## src/rtl/display_pkg.sv

```systemverilog
// -----------------------------------------------------------------------------
// display_pkg
// Shared helpers for the multiplexed 7-segment display scan logic.
//   sel_width       : index width for a count of items (at least 1 bit)
//   anode_off_level : electrical level that turns one anode off
//   anode_drive     : maps a logical "anode on" bit to its electrical level
// -----------------------------------------------------------------------------
package display_pkg;

  function automatic int sel_width(input int n);
    return (n < 2) ? 1 : $clog2(n);
  endfunction

  function automatic logic anode_off_level(input logic active_low);
    return active_low;
  endfunction

  // Applied per anode bit so the helper stays independent of digit count.
  function automatic logic anode_drive(input logic on, input logic active_low);
    return on ^ active_low;
  endfunction

endpackage

```

## src/rtl/scan_prescaler.sv

```systemverilog
// -----------------------------------------------------------------------------
// scan_prescaler
// Slot-rate prescaler: counts 0..PRESCALE-1 while enabled, holds otherwise.
// Ports:
//   clk    in  system clock
//   reset  in  asynchronous active-high reset
//   enable in  1: count; 0: hold
//   cnt    out current position inside the slot
//   tc     out terminal count while enabled (the slot advance event)
// -----------------------------------------------------------------------------
module scan_prescaler
  import display_pkg::*;
#(
  parameter  int PRESCALE = 50000,
  localparam int CW       = sel_width(PRESCALE)
) (
  input  logic          clk,
  input  logic          reset,
  input  logic          enable,
  output logic [CW-1:0] cnt,
  output logic          tc
);

  localparam logic [CW-1:0] CNT_LAST = CW'(PRESCALE - 1);

  // Gated by enable so a terminal count coinciding with enable falling
  // does not advance the scan.
  assign tc = enable && (cnt == CNT_LAST);

  // NOTE: sequential state uses non-blocking assignments and resets
  // asynchronously; blocking here would create order-dependent races.
  always_ff @(posedge clk or posedge reset) begin
    if (reset) begin
      cnt <= '0;
    end else if (enable) begin
      cnt <= tc ? '0 : cnt + CW'(1);
    end
  end

endmodule

```

## src/rtl/display_scan_sequencer.sv

```systemverilog
// -----------------------------------------------------------------------------
// display_scan_sequencer
// Digit-scan sequencer for multiplexed 7-segment displays: steps through the
// enabled digits one slot at a time, blanks the anodes at the start of each
// slot to suppress ghosting, and marks the start of each frame.
// Ports:
//   clk         in  system clock
//   reset       in  asynchronous active-high reset
//   enable      in  1: scanning runs; 0: frozen and dark
//   digit_mask  in  per-digit enable, 0 = skipped
//   digit_sel   out index of the current digit (segment data mux select)
//   anode       out one-hot anode drive, polarity set by ANODE_ACTIVE_LOW
//   blank       out 1 while anodes are forced off
//   frame_start out 1-cycle pulse on entering the lowest enabled digit
// -----------------------------------------------------------------------------
module display_scan_sequencer
  import display_pkg::*;
#(
  parameter  int NUM_DIGITS       = 4,
  parameter  int PRESCALE         = 50000,
  parameter  int BLANK_CYCLES     = 500,
  parameter  bit ANODE_ACTIVE_LOW = 1'b1,
  localparam int DW               = sel_width(NUM_DIGITS)
) (
  input  logic                  clk,
  input  logic                  reset,
  input  logic                  enable,
  input  logic [NUM_DIGITS-1:0] digit_mask,
  output logic [DW-1:0]         digit_sel,
  output logic [NUM_DIGITS-1:0] anode,
  output logic                  blank,
  output logic                  frame_start
);

  localparam int CW = sel_width(PRESCALE);
  localparam logic [NUM_DIGITS-1:0] ANODE_OFF =
    {NUM_DIGITS{anode_off_level(ANODE_ACTIVE_LOW)}};

  logic [CW-1:0]         cnt;
  logic                  tc;
  logic [CW-1:0]         cnt_nxt;
  logic [DW-1:0]         sel_nxt;
  logic                  blank_run;
  logic [NUM_DIGITS-1:0] anode_nxt;
  logic                  blank_nxt;
  logic                  frame_nxt;

  // Next enabled index after cur, searching circularly; returns cur when it
  // is the only enabled digit and holds cur when nothing is enabled. The
  // extra index bit keeps the wrap correct for non-power-of-2 counts.
  function automatic logic [DW-1:0] next_enabled(input logic [DW-1:0]         cur,
                                                 input logic [NUM_DIGITS-1:0] mask);
    logic [DW-1:0] result;
    logic [DW:0]   idx;
    logic          found;
    result = cur;
    found  = 1'b0;
    for (int step = 1; step <= NUM_DIGITS; step++) begin
      idx = {1'b0, cur} + (DW+1)'(step);
      if (idx >= (DW+1)'(NUM_DIGITS)) idx = idx - (DW+1)'(NUM_DIGITS);
      if (!found && mask[idx[DW-1:0]]) begin
        result = idx[DW-1:0];
        found  = 1'b1;
      end
    end
    return result;
  endfunction

  function automatic logic [DW-1:0] lowest_enabled(input logic [NUM_DIGITS-1:0] mask);
    logic [DW-1:0] result;
    result = '0;
    for (int i = NUM_DIGITS - 1; i >= 0; i--) begin
      if (mask[i]) result = DW'(i);
    end
    return result;
  endfunction

  scan_prescaler #(
    .PRESCALE (PRESCALE)
  ) u_prescaler (
    .clk    (clk),
    .reset  (reset),
    .enable (enable),
    .cnt    (cnt),
    .tc     (tc)
  );

  // Mirror of the prescaler's next count so blank/anode can be registered
  // coherently with the slot that digit_sel enters on the same edge.
  assign cnt_nxt = tc ? '0 : (enable ? cnt + CW'(1) : cnt);

  // The mask is sampled only at the advance event.
  assign sel_nxt = tc ? next_enabled(digit_sel, digit_mask) : digit_sel;

  if (BLANK_CYCLES == 0) begin : g_no_blank
    assign blank_run = 1'b0;
  end else begin : g_blank
    localparam logic [CW-1:0] BLANK_CNT = CW'(BLANK_CYCLES);
    assign blank_run = (cnt_nxt < BLANK_CNT);
  end

  // NOTE: every output of this block gets a default first, so no path leaves
  // a value unassigned and no latch is inferred.
  always_comb begin
    anode_nxt = ANODE_OFF;
    blank_nxt = 1'b1;
    frame_nxt = 1'b0;
    if (enable) begin
      blank_nxt = blank_run;
      frame_nxt = tc && (|digit_mask) && (sel_nxt == lowest_enabled(digit_mask));
      // Live mask bit here, so clearing the current digit darkens it at once.
      if (!blank_run && digit_mask[sel_nxt]) begin
        for (int i = 0; i < NUM_DIGITS; i++) begin
          anode_nxt[i] = anode_drive(sel_nxt == DW'(i), ANODE_ACTIVE_LOW);
        end
      end
    end
  end

  always_ff @(posedge clk or posedge reset) begin
    if (reset) begin
      digit_sel   <= '0;
      anode       <= ANODE_OFF;
      blank       <= 1'b1;
      frame_start <= 1'b0;
    end else begin
      digit_sel   <= sel_nxt;
      anode       <= anode_nxt;
      blank       <= blank_nxt;
      frame_start <= frame_nxt;
    end
  end

endmodule

```

## config.mk

```make
export PLATFORM = sky130hd
export DESIGN_NAME = display_scan_sequencer
export DESIGN_NICKNAME = d
export VERILOG_FILES = /design/src/rtl/display_pkg.sv /design/src/rtl/scan_prescaler.sv /design/src/rtl/display_scan_sequencer.sv
export SDC_FILE = /design/constraint.sdc
export NUM_CORES = 1
export LEC_CHECK = 0
export CORE_ASPECT_RATIO = 1.2
export CORE_MARGIN = 2
export CORE_UTILIZATION = 45
export DETAILED_ROUTE_END_ITERATION = 16
export GPL_TIMING_DRIVEN = 0
export HOLD_SLACK_MARGIN = 0.06
export PLACE_DENSITY = 0.66
export REMOVE_ABC_BUFFERS = 1
export SYNTH_ARGS = -nofsm -noshare
export SYNTH_HDL_FRONTEND = slang
export SYNTH_HIERARCHICAL = 1
export SYNTH_SLANG_ARGS = --single-unit
```

## constraint.sdc

```tcl
create_clock -name clk -period 5.05 [get_ports clk]
set_input_delay 1.01 -clock clk [delete_from_list [all_inputs] [get_ports clk]]
set_output_delay 1.01 -clock clk [all_outputs]
set_load 0.01 [all_outputs]
```

---- Word-level counts from Yosys, hierarchy flattened ----
Index checks and enable logic that the tools add are counted.
word-level totals
  memories ................................ 0
  bits in latches ......................... 0
  input port bits ......................... 7
  word-level logic and storage cells ...... 80
  memory bits (writable) .................. 0
  output and inout bits ................... 8
  register bits ........................... 24
  ROM bits ................................ 0
cells by class
  shift operators ......................... 0
  multiplexer cells ....................... 34
  order comparisons ....................... 10
  add/sub/neg operators ................... 9
  equal/unequal tests ..................... 5
  bitwise logic cells ..................... 4
  divide/modulo/power cells ............... 0
  reduce and logical (&&, ||, !) cells .... 13
  $mul .................................... 0
operators by type and width
  operator               number
  $mux 16                3
  $mux 2                 14
  $add 16x1->16 const B  1
  $eq 16x16->1 const B   1
  $lt 16x9->1 const B    1
  $lt 2x3->1 const B     5
  $ge 3x3->1 const B     4
  $bmux 1 s2             5
  $mux 1                 10
  $mux 4                 2
  $sub 2x1->2 const B    4
  $logic_and 1x1->1      7
  $add 2x2->3 const B    2
  $eq 2x2->1 const B     2
  $logic_not 1->1        4
  $not 1->1              4
  $reduce_or 4->1        1
  $add 2x1->3 const B    1
  $add 2x3->3 const B    1
  $eq 2x1->1 const B     1
  $eq 2x2->1             1
  $logic_not 2->1        1

---- Longest topological paths before layout ----
Gate-level depths: netlist of run 1.
  word-level depth ........................ 21
  depth in mapped cells ................... 10
  depth with buffers taken out ............ 9

---- Cells and area by module ----
Netlist of run 1, hierarchy kept.
by module, submodules not included
  module                  cells an instance  area an instance (µm²)  seq. area each (µm²)  times used
  scan_prescaler          77                 799.5                   400.4                 1
  display_scan_sequencer  73                 628.1                   206.4                 1

---- Worst setup path before layout of run 1 ----
Ideal clock, no wire load.
  path kind ............................... input to register
  start point ............................. input enable
  end point ............................... register anode[0]
  library setup time ...................... 94 ps
  data arrival time ....................... 3036 ps
  path slack .............................. 1920 ps
  path buffers ............................ 2
  data required time ...................... 4956 ps
  stages on the path ...................... 9
  path through ............................ buf_2 > nand4_1 > nor4_4 > clkbuf_8 > o21ai_0 > o31a_1 > a21oi_2 > inv_2 > or4b_1
on the way
  word-level cells in the longest chain between the ends .. 7
  elaborated cells on any way between the ends .. 13
  those cells by class .................... order compare (1); mux (7); bitwise (1); reduce/logical (4)
RTL lines
  what                          RTL line                       source
  from (decl)                   display_scan_sequencer.sv:27   input logic enable,
  $logic_and 1x1->1 *           scan_prescaler.sv:28           assign tc = enable && (cnt == CNT_LAST);
  net tc                        display_scan_sequencer.sv:40   logic tc;
  $mux 2 *                      display_scan_sequencer.sv:93   assign sel_nxt = tc ? next_enabled(digit_sel, digit_mask) : digit_sel;
  net sel_nxt[0]                display_scan_sequencer.sv:42   logic [DW-1:0] sel_nxt;
  $bmux 1 s2                    display_scan_sequencer.sv:112  if (!blank_run && digit_mask[sel_nxt]) begin
  $mux 1 (not written as such)  display_scan_sequencer.sv:112
  $logic_and 1x1->1             display_scan_sequencer.sv:112
  $mux 4 *                      display_scan_sequencer.sv:112
  $mux 4 *                      display_scan_sequencer.sv:108  if (enable) begin
  net anode_nxt[0]              display_scan_sequencer.sv:44   logic [NUM_DIGITS-1:0] anode_nxt;
  to (signal assigned)          display_scan_sequencer.sv:128  anode <= anode_nxt;
  to (decl)                     display_scan_sequencer.sv:30   output logic [NUM_DIGITS-1:0] anode,
Mark *: on every way through the listed nets, which the timed path passes. The rest lies on a longest branch. The select of a mux whose other input is x is not followed.
A chain may end at the register's enable or synchronous reset.

---- Final worst setup path of run 1 ----
Same ends and word-level chain as after synthesis.

==> results of run 1 <==
-- per-stage QoR --
step | instance area [sq um] | hold slack [ps]
3_5_place_dp | 1550 | 511
2_1_floorplan | 1360 | 470
3_3_place_gp | 1550 | 500
6_report | 1600 | 528
5_1_grt | 1600 | 541
4_1_cts | 1600 | 530
-- layout by cell type, fill, tap and decap left out, types with 3 or more instances in the layout --
master / synthesis / layout
sky130_fd_sc_hd__nand2_1: 8 / 8
sky130_fd_sc_hd__a21oi_1: 4 / 4
sky130_fd_sc_hd__nand4_1: 10 / 10
sky130_fd_sc_hd__dfrtp_1: 19 / 19
sky130_fd_sc_hd__nor3_1: 5 / 5
sky130_fd_sc_hd__nor4_1: 5 / 5
sky130_fd_sc_hd__inv_1: 10 / 10
sky130_fd_sc_hd__and3_1: 3 / 3
sky130_fd_sc_hd__clkdlybuf4s50_1: 0 / 14
sky130_fd_sc_hd__nand3_1: 10 / 10
sky130_fd_sc_hd__dfstp_2: 5 / 5
sky130_fd_sc_hd__clkbuf_4: 0 / 3
sky130_fd_sc_hd__o21ai_0: 4 / 4
sky130_fd_sc_hd__xor2_1: 5 / 5
sky130_fd_sc_hd__nor2_1: 15 / 15
sky130_fd_sc_hd__xnor2_1: 8 / 8
-- per-layer routing --
metal / global-route usage / vias up / routed length, um
met5: 0 / - / 0
met4: 0.140 / 0 / 123
met3: 0.0138 / 11 / 78
met2: 0.323 / 37 / 1570
met1: 0.179 / 591 / 1170
li1: - / 566 / -
-- logic make-up (layout without fill, tap and decap cells) --
group	count (synthesis)	after routing
compound gates	21	21
xor+xnor	13	13
simple gates	73	73
buf+inv	17	29
fa+ha+maj	1	1
flops	24	24
mux	1	1
-- worst max-delay path by stage --
stage,endpoint,cells after the start
detailed placement,anode[0],8
CTS,anode[0],8
finish,anode[0],8
global route,anode[0],8
global placement,anode[0],8
floorplan,anode[0],7
-- power breakdown --
part / leakage [nW] / internal (mW) / switching [mW]
Combinational: 0.339 / 0.0279 / 0.0350
Clock: 0.0279 / 0.0803 / 0.0602
Sequential: 0.308 / 0.212 / 0.0325
Total: 0.675 / 0.321 / 0.128
-- critical path: stages --
cell	delay [ps]
sky130_fd_sc_hd__clkdlybuf4s50_1	700
sky130_fd_sc_hd__nand4_1	270
sky130_fd_sc_hd__nor4_4	790
sky130_fd_sc_hd__o21ai_0	200
sky130_fd_sc_hd__o31a_1	350
sky130_fd_sc_hd__a21oi_2	180
sky130_fd_sc_hd__inv_2	100
sky130_fd_sc_hd__or4b_1	500
-- registers in the layout, indices dropped and copies added (netlist names) --
name             flops
blank                1
digit_sel            2
frame_start          1
anode                4
u_prescaler/cnt     16
-- cells in the mapped netlist, types with 3 or more instances --
| library cell | number | area (sq um) |
|---|---|---|
| sky130_fd_sc_hd__nor4_1 | 5 | 31.3 |
| sky130_fd_sc_hd__nor2_1 | 15 | 56.3 |
| sky130_fd_sc_hd__nor3_1 | 5 | 25.0 |
| sky130_fd_sc_hd__nand2_1 | 8 | 30.0 |
| sky130_fd_sc_hd__nand3_1 | 10 | 50.1 |
| sky130_fd_sc_hd__a21oi_1 | 4 | 20.0 |
| sky130_fd_sc_hd__dfstp_2 | 5 | 131 |
| sky130_fd_sc_hd__clkbuf_8 | 3 | 41.3 |
| sky130_fd_sc_hd__dfrtp_1 | 19 | 475 |
| sky130_fd_sc_hd__o21ai_0 | 4 | 20.0 |
| sky130_fd_sc_hd__nand4_1 | 10 | 62.6 |
| sky130_fd_sc_hd__and3_1 | 3 | 18.8 |
| sky130_fd_sc_hd__xor2_1 | 5 | 43.8 |
| sky130_fd_sc_hd__inv_1 | 10 | 37.5 |
| sky130_fd_sc_hd__xnor2_1 | 8 | 70.1 |
-- final cells by class --
class,instances,area share
clock buffer,3,0.0141
clock inverter,1,0.0188
inverter,11,0.0258
multi-input combinational,109,0.446
sequential,24,0.379
tap,36,0.0281
timing repair buffer,14,0.0876
==> impl_metrics.csv, run 1 <==
group,metric,value,unit
timing,max_slew.worst_pin.slew,879,ps
timing,totalNegativeSetupSlack,0,ps
die,floorplan.die.height,65.7,um
clock_network,cts_root_buffer,"sky130_fd_sc_hd__clkbuf_4",
clock_network,postCtsResizedCells,0,
die,fp.coreArea,3060,sq um
die,io_pins,15,
timing,rsz0062_at_grt,"no",
timing,final-setup-viol-count,0,
detailed_routing,viasPerCell,6.09,
min_path,holdPathStages,1,
finish,layout.core_utilization,0.524,
synthesis,predominant_post_synthesis_flop_cell,"sky130_fd_sc_hd__dfrtp_1",
grt,grt_pass1_vias,1158,
placement,hpwl,2180,um
placement,place.detailed.instances,194,
synthesis,postSynthAreaPerCell,9.52,sq um
clock_network,cts_buffer_depth,2,
detailed_routing,drtPass1Iterations,4,
synthesis,post_synth_and_or_nand_nor_area_fraction,0.309,
clock_network,htree_levels,1,
worst_setup_path,r2r-end,"anode[0]",
placement,buffer_ports.inserted,14,
worst_setup_path,critical_path_class,"input port to flip-flop",
die,die-width,55.4,um
min_path,hold_path_end,"u_prescaler/cnt[7]",
timing,fmaxAchievable,260,MHz
synthesis,synth_compound_area_frac,0.0964,
worst_setup_path,end_kind,"flip-flop",
min_path,hold_class,"flip-flop to flip-flop",
clock_network,tritoncts.num_buffers,3,
synthesis,synth-async-reset-ratio,1.00,
finish,number_of_standard_cells_in_the_layout_taps_in_and_fillers_out,198,
die,start_util,0.467,
grt,grt_antenna_before_repair,0,
die,std_cell_rows,22,
worst_setup_path,rr_worst_depth,8,
worst_setup_path,cp.arrival,4110,ps
worst_setup_path,start_kind,"input port",
grt,grt_first_pass_wirelength,4950,um
finish,area_growth_syn_to_layout,12.1,%
synthesis,synth-adder-area-share,0.00876,
power,power,0.448,mW
clock_network,tritoncts,"yes",
synthesis,synth-seq-cells,24,
placement,routabilityCongestion,0.818,
run,timing.max_cap.violations,0,
worst_setup_path,timing.critical_path.required,5310,ps
worst_setup_path,reg2reg_from,"u_prescaler/cnt[1]",
finish,post_route_cells_drive_above_1_share,0.0926,
finish,seqCellArea,607,sq um
finish,multiInputGateArea,714,sq um
synthesis,synth_top_family_by_area,"simple AND/OR/NAND/NOR gates",
synthesis,syn-instance-count,150,
timing,finalWorstPathRequiredPeriod,3850,ps
clock_network,numClockSinks,24,
detailed_routing,wire_per_inst,14.9,um
power,vdd_drop_max,167,uV
synthesis,synth.area.mux_share,0.00701,
clock_network,cts.clk_slew.worst_paths,140,ps
synthesis,area_share_of_xor_xnor_cells_in_the_synthesized_design,0.0798,
power,static-leakage-power,0.675,nW
synthesis,synth_edf_count,0,
worst_setup_path,critical_path.startpoint,"enable",
worst_setup_path,critical_path_peak_fanout,19,
timing,timing.final.ws_setup,1200,ps
clock_network,clk-insertion-delay-late,320,ps
finish,final_nets,171,
timing,finalHoldViolCount,0,
finish,num_antenna_cells,0,
timing,final.setup_skew,5.93,ps
detailed_routing,number_of_drc_markers_in_iteration_0,26,
detailed_routing,routed-via-count,1205,
detailed_routing,route.antenna.remaining_nets,0,
grt,gr-usage-all-layers,0.174,
synthesis,synth.cell_area,1430,sq um
power,pwr_density_cell,280,nW/um^2
grt,largest_net_degree_at_the_start_of_global_routing,20,
finish,fillerInstances,286,
clock_network,ctsHoldBuffers,0,
placement,pre_cts_slack,806,ps
detailed_routing,postRouteWirelength,2940,um
timing,final_slew_viol_count,0,
status,run_status,"finished clean",
grt,grt_overflow,0,
worst_setup_path,timing.reg2reg.setup_slack,1860,ps
timing,post-route-period-util,0.763,
clock_network,cts_setup_buffers,0,
detailed_routing,drc,0,
min_path,hold_path.startpoint,"u_prescaler/cnt[7]",
synthesis,synth.yosys.warnings,6,
synthesis,share_of_the_yosys_chip_area_belonging_to_registers,0.425,
timing,maxSlewHeadroom,0.409,
synthesis,synth.lib_cells_used.distinct,46,
die,die_area,3640,sq um
(Power assumes the default switching activity.)
==> run 2: changes to the inputs <==
==> constraint.sdc (replaced) <==
create_clock -name clk -period 3.8 [get_ports clk]
set_input_delay 0.76 -clock clk [delete_from_list [all_inputs] [get_ports clk]]
set_output_delay 0.76 -clock clk [all_outputs]
set_load 0.01 [all_outputs]
==> results of run 2 <==
The final DEF is identical to that of run 1. Status: finished clean.
Among the figures that moved: setup slack after placement 806 ps -> -194 ps; setup slack after layout 1200 ps -> 199 ps; register-to-register setup slack 1860 ps -> 610 ps; total power 0.448 mW -> 0.596 mW; worst IR drop on VDD 167 uV -> 222 uV
==> run 3: changes to the inputs <==
--- a/config.mk
+++ b/config.mk
@@ -5,11 +5,11 @@
 export SDC_FILE = /design/constraint.sdc
 export NUM_CORES = 1
 export LEC_CHECK = 0
+export CAP_MARGIN = 20
 export CORE_ASPECT_RATIO = 1.2
 export CORE_MARGIN = 2
 export CORE_UTILIZATION = 45
 export DETAILED_ROUTE_END_ITERATION = 16
-export GPL_TIMING_DRIVEN = 0
 export HOLD_SLACK_MARGIN = 0.06
 export PLACE_DENSITY = 0.66
 export REMOVE_ABC_BUFFERS = 1
==> run 3 against run 2 <==
  * Utilization rose by 0.49 points
  * Sequential share of layout area fell by 0.35 points
  * Clock skew rose by 2.3 ps
  * Non-clock buffer count rose by 2
  * Final cell count rose by 1.0%
  * Worst setup slack improved by 860 ps
  * Flip-flop and latch count did not move
  * Power fell by 0.13%
  * Largest cell class unchanged
==> impl_metrics.csv, run 3 (synthesis gave the netlist of run 1 again) <==
group,metric,value,unit
status,run_status,"finished clean",
die,die-width,55.4,um
worst_setup_path,worst_path_max_delay_cell,"sky130_fd_sc_hd__or4b_1",
finish,area_growth_syn_to_layout,13.1,%
timing,max_slew.worst_pin.slew,604,ps
grt,globalRoute.busiestLayer,"met2",
timing,holdWs,532,ps
power,power,0.595,mW
timing,fmaxAchievable,365,MHz
timing,finalHoldViolCount,0,
power,pwr_density_cell,368,nW/um^2
clock_network,postCtsResizedCells,0,
power,vdd_drop_max,288,uV
timing,post-route-period-util,0.721,
finish,final_nets,173,
detailed_routing,number_of_drc_markers_in_iteration_0,24,
finish,reg_top3,"u_prescaler/cnt x16, anode x4, digit_sel x2",
min_path,hold_class,"flip-flop to flip-flop",
clock_network,cts_buffer_depth,2,
worst_setup_path,r2r-end,"anode[0]",
run,timing.max_cap.violations,0,
timing,finalWorstPathRequiredPeriod,2740,ps
detailed_routing,wire_per_inst,15.2,um
clock_network,tritoncts,"yes",
die,start_util,0.467,
worst_setup_path,critPathMaxStageDelay,500,ps
worst_setup_path,critical_path_class,"input port to flip-flop",
detailed_routing,postRouteWirelength,3040,um
finish,largest_register_ff_count,16,
timing,maxSlewHeadroom,0.597,
finish,layout.core_utilization,0.529,
clock_network,numClockSinks,24,
grt,grt_pass1_vias,1208,
timing,final-setup-viol-count,0,
detailed_routing,routed-via-count,1190,
die,die_area,3640,sq um
clock_network,cts_root_buffer,"sky130_fd_sc_hd__clkbuf_4",
timing,final_slew_viol_count,0,
clock_network,ctsHoldBuffers,0,
grt,largest_net_degree_at_the_start_of_global_routing,19,
worst_setup_path,cp.arrival,2980,ps
finish,most_common_library_cell_in_the_layout_ignoring_fill_and_taps,"sky130_fd_sc_hd__dfrtp_1",
finish,regMostFlops,"u_prescaler/cnt",
clock_network,cts.clk_slew.worst_paths,130,ps
die,fp.coreArea,3060,sq um
die,io_pins,15,
min_path,hold_path.startpoint,"u_prescaler/cnt[7]",
finish,post_route_cells_drive_above_1_share,0.104,
timing,rsz0062_at_grt,"no",
placement,hpwl,2230,um
min_path,hold_path_end,"u_prescaler/cnt[7]",
finish,fillerInstances,279,
finish,num_antenna_cells,0,
clock_network,tritoncts.num_buffers,3,
placement,routabilityCongestion,0.936,
timing,final.setup_skew,8.26,ps
detailed_routing,viasPerCell,5.95,
grt,met3_usage,0.00984,
worst_setup_path,path_cells,"clkdlybuf4s50_1 -> buf_4 -> nand4_1 -> nor4_4 -> o21ai_0 -> o31a_1 -> a21oi_2 -> inv_2 -> or4b_1",
placement,buffer_ports.inserted,14,
timing,totalNegativeSetupSlack,0,ps
grt,gr-usage-all-layers,0.181,
die,floorplan.die.height,65.7,um
grt,grt_use_met2,0.311,
worst_setup_path,reg2reg_from,"u_prescaler/cnt[1]",
die,std_cell_rows,22,
clock_network,cts_setup_buffers,0,
worst_setup_path,rr_worst_depth,8,
worst_setup_path,timing.reg2reg.setup_slack,1330,ps
grt,grt_first_pass_wirelength,5280,um
grt,gr-usage-met1,0.227,
grt,grt_antenna_before_repair,0,
clock_network,htree_levels,1,
finish,final_cell_mix,"sky130_fd_sc_hd__dfrtp_1 (19), sky130_fd_sc_hd__nor2_1 (15), sky130_fd_sc_hd__clkdlybuf4s50_1 (14)",
worst_setup_path,critical_path.startpoint,"enable",
worst_setup_path,start_kind,"input port",
worst_setup_path,critical_path_peak_fanout,13,
min_path,holdPathStages,1,
worst_setup_path,timing.critical_path.required,4040,ps
worst_setup_path,end_kind,"flip-flop",
grt,grt_overflow,0,
detailed_routing,drc,0,
power,static-leakage-power,0.686,nW
detailed_routing,drtPass1Iterations,4,
detailed_routing,route.antenna.remaining_nets,0,
clock_network,clk-insertion-delay-late,310,ps
run 3: worst max-delay path by stage:
stage	depth (start not counted)	slack (ps)	end
CTS	9	1070	anode[0]
finish	9	1060	anode[0]
floorplan	7	1040	anode[0]
global route	9	930	anode[0]
global placement	9	760	anode[0]
detailed placement	9	720	anode[0]
run 3: layout make-up:
| cell class | count | area, sq um | area share |
|---|---|---|---|
| multi-input cells | 109 | 714 | 0.442 |
| flip-flops and latches | 24 | 607 | 0.376 |
| repair buffers | 16 | 155 | 0.0960 |
| well taps | 36 | 45.0 | 0.0279 |
| inverters | 11 | 41.3 | 0.0256 |
| clock inverters | 1 | 30.0 | 0.0186 |
| clock buffers | 3 | 22.5 | 0.0139 |
run 3: layer usage:
layer	up-vias	share of wire
li1	570	-
met1	590	0.44
met2	26	0.52
met3	4	0.024
met4	0	0.014
met5	-	0
run 3: per-stage QoR:
step / cell area, sq um / setup WS, ps / std cells
floorplan: 1360 / 1040 / 144
global placement: 1560 / 761 / 196
detailed placement: 1560 / 715 / 196
CTS: 1620 / 1070 / 200
global route: 1620 / 931 / 200
finish: 1620 / 1060 / 200
run 3: power breakdown:
group | internal [mW] | total (mW) | switching (mW)
Combinational | 0.0378 | 0.0864 | 0.0486
Sequential | 0.282 | 0.327 | 0.0449
Clock | 0.107 | 0.181 | 0.0749
Total | 0.427 | 0.595 | 0.168
run 3: worst max-delay path, delay by kind of cell:
family	cells	cell delay, ps
AO/OA/AOI/OAI	3	580
buffers and inverters	3	700
AND/OR/NAND/NOR	3	940
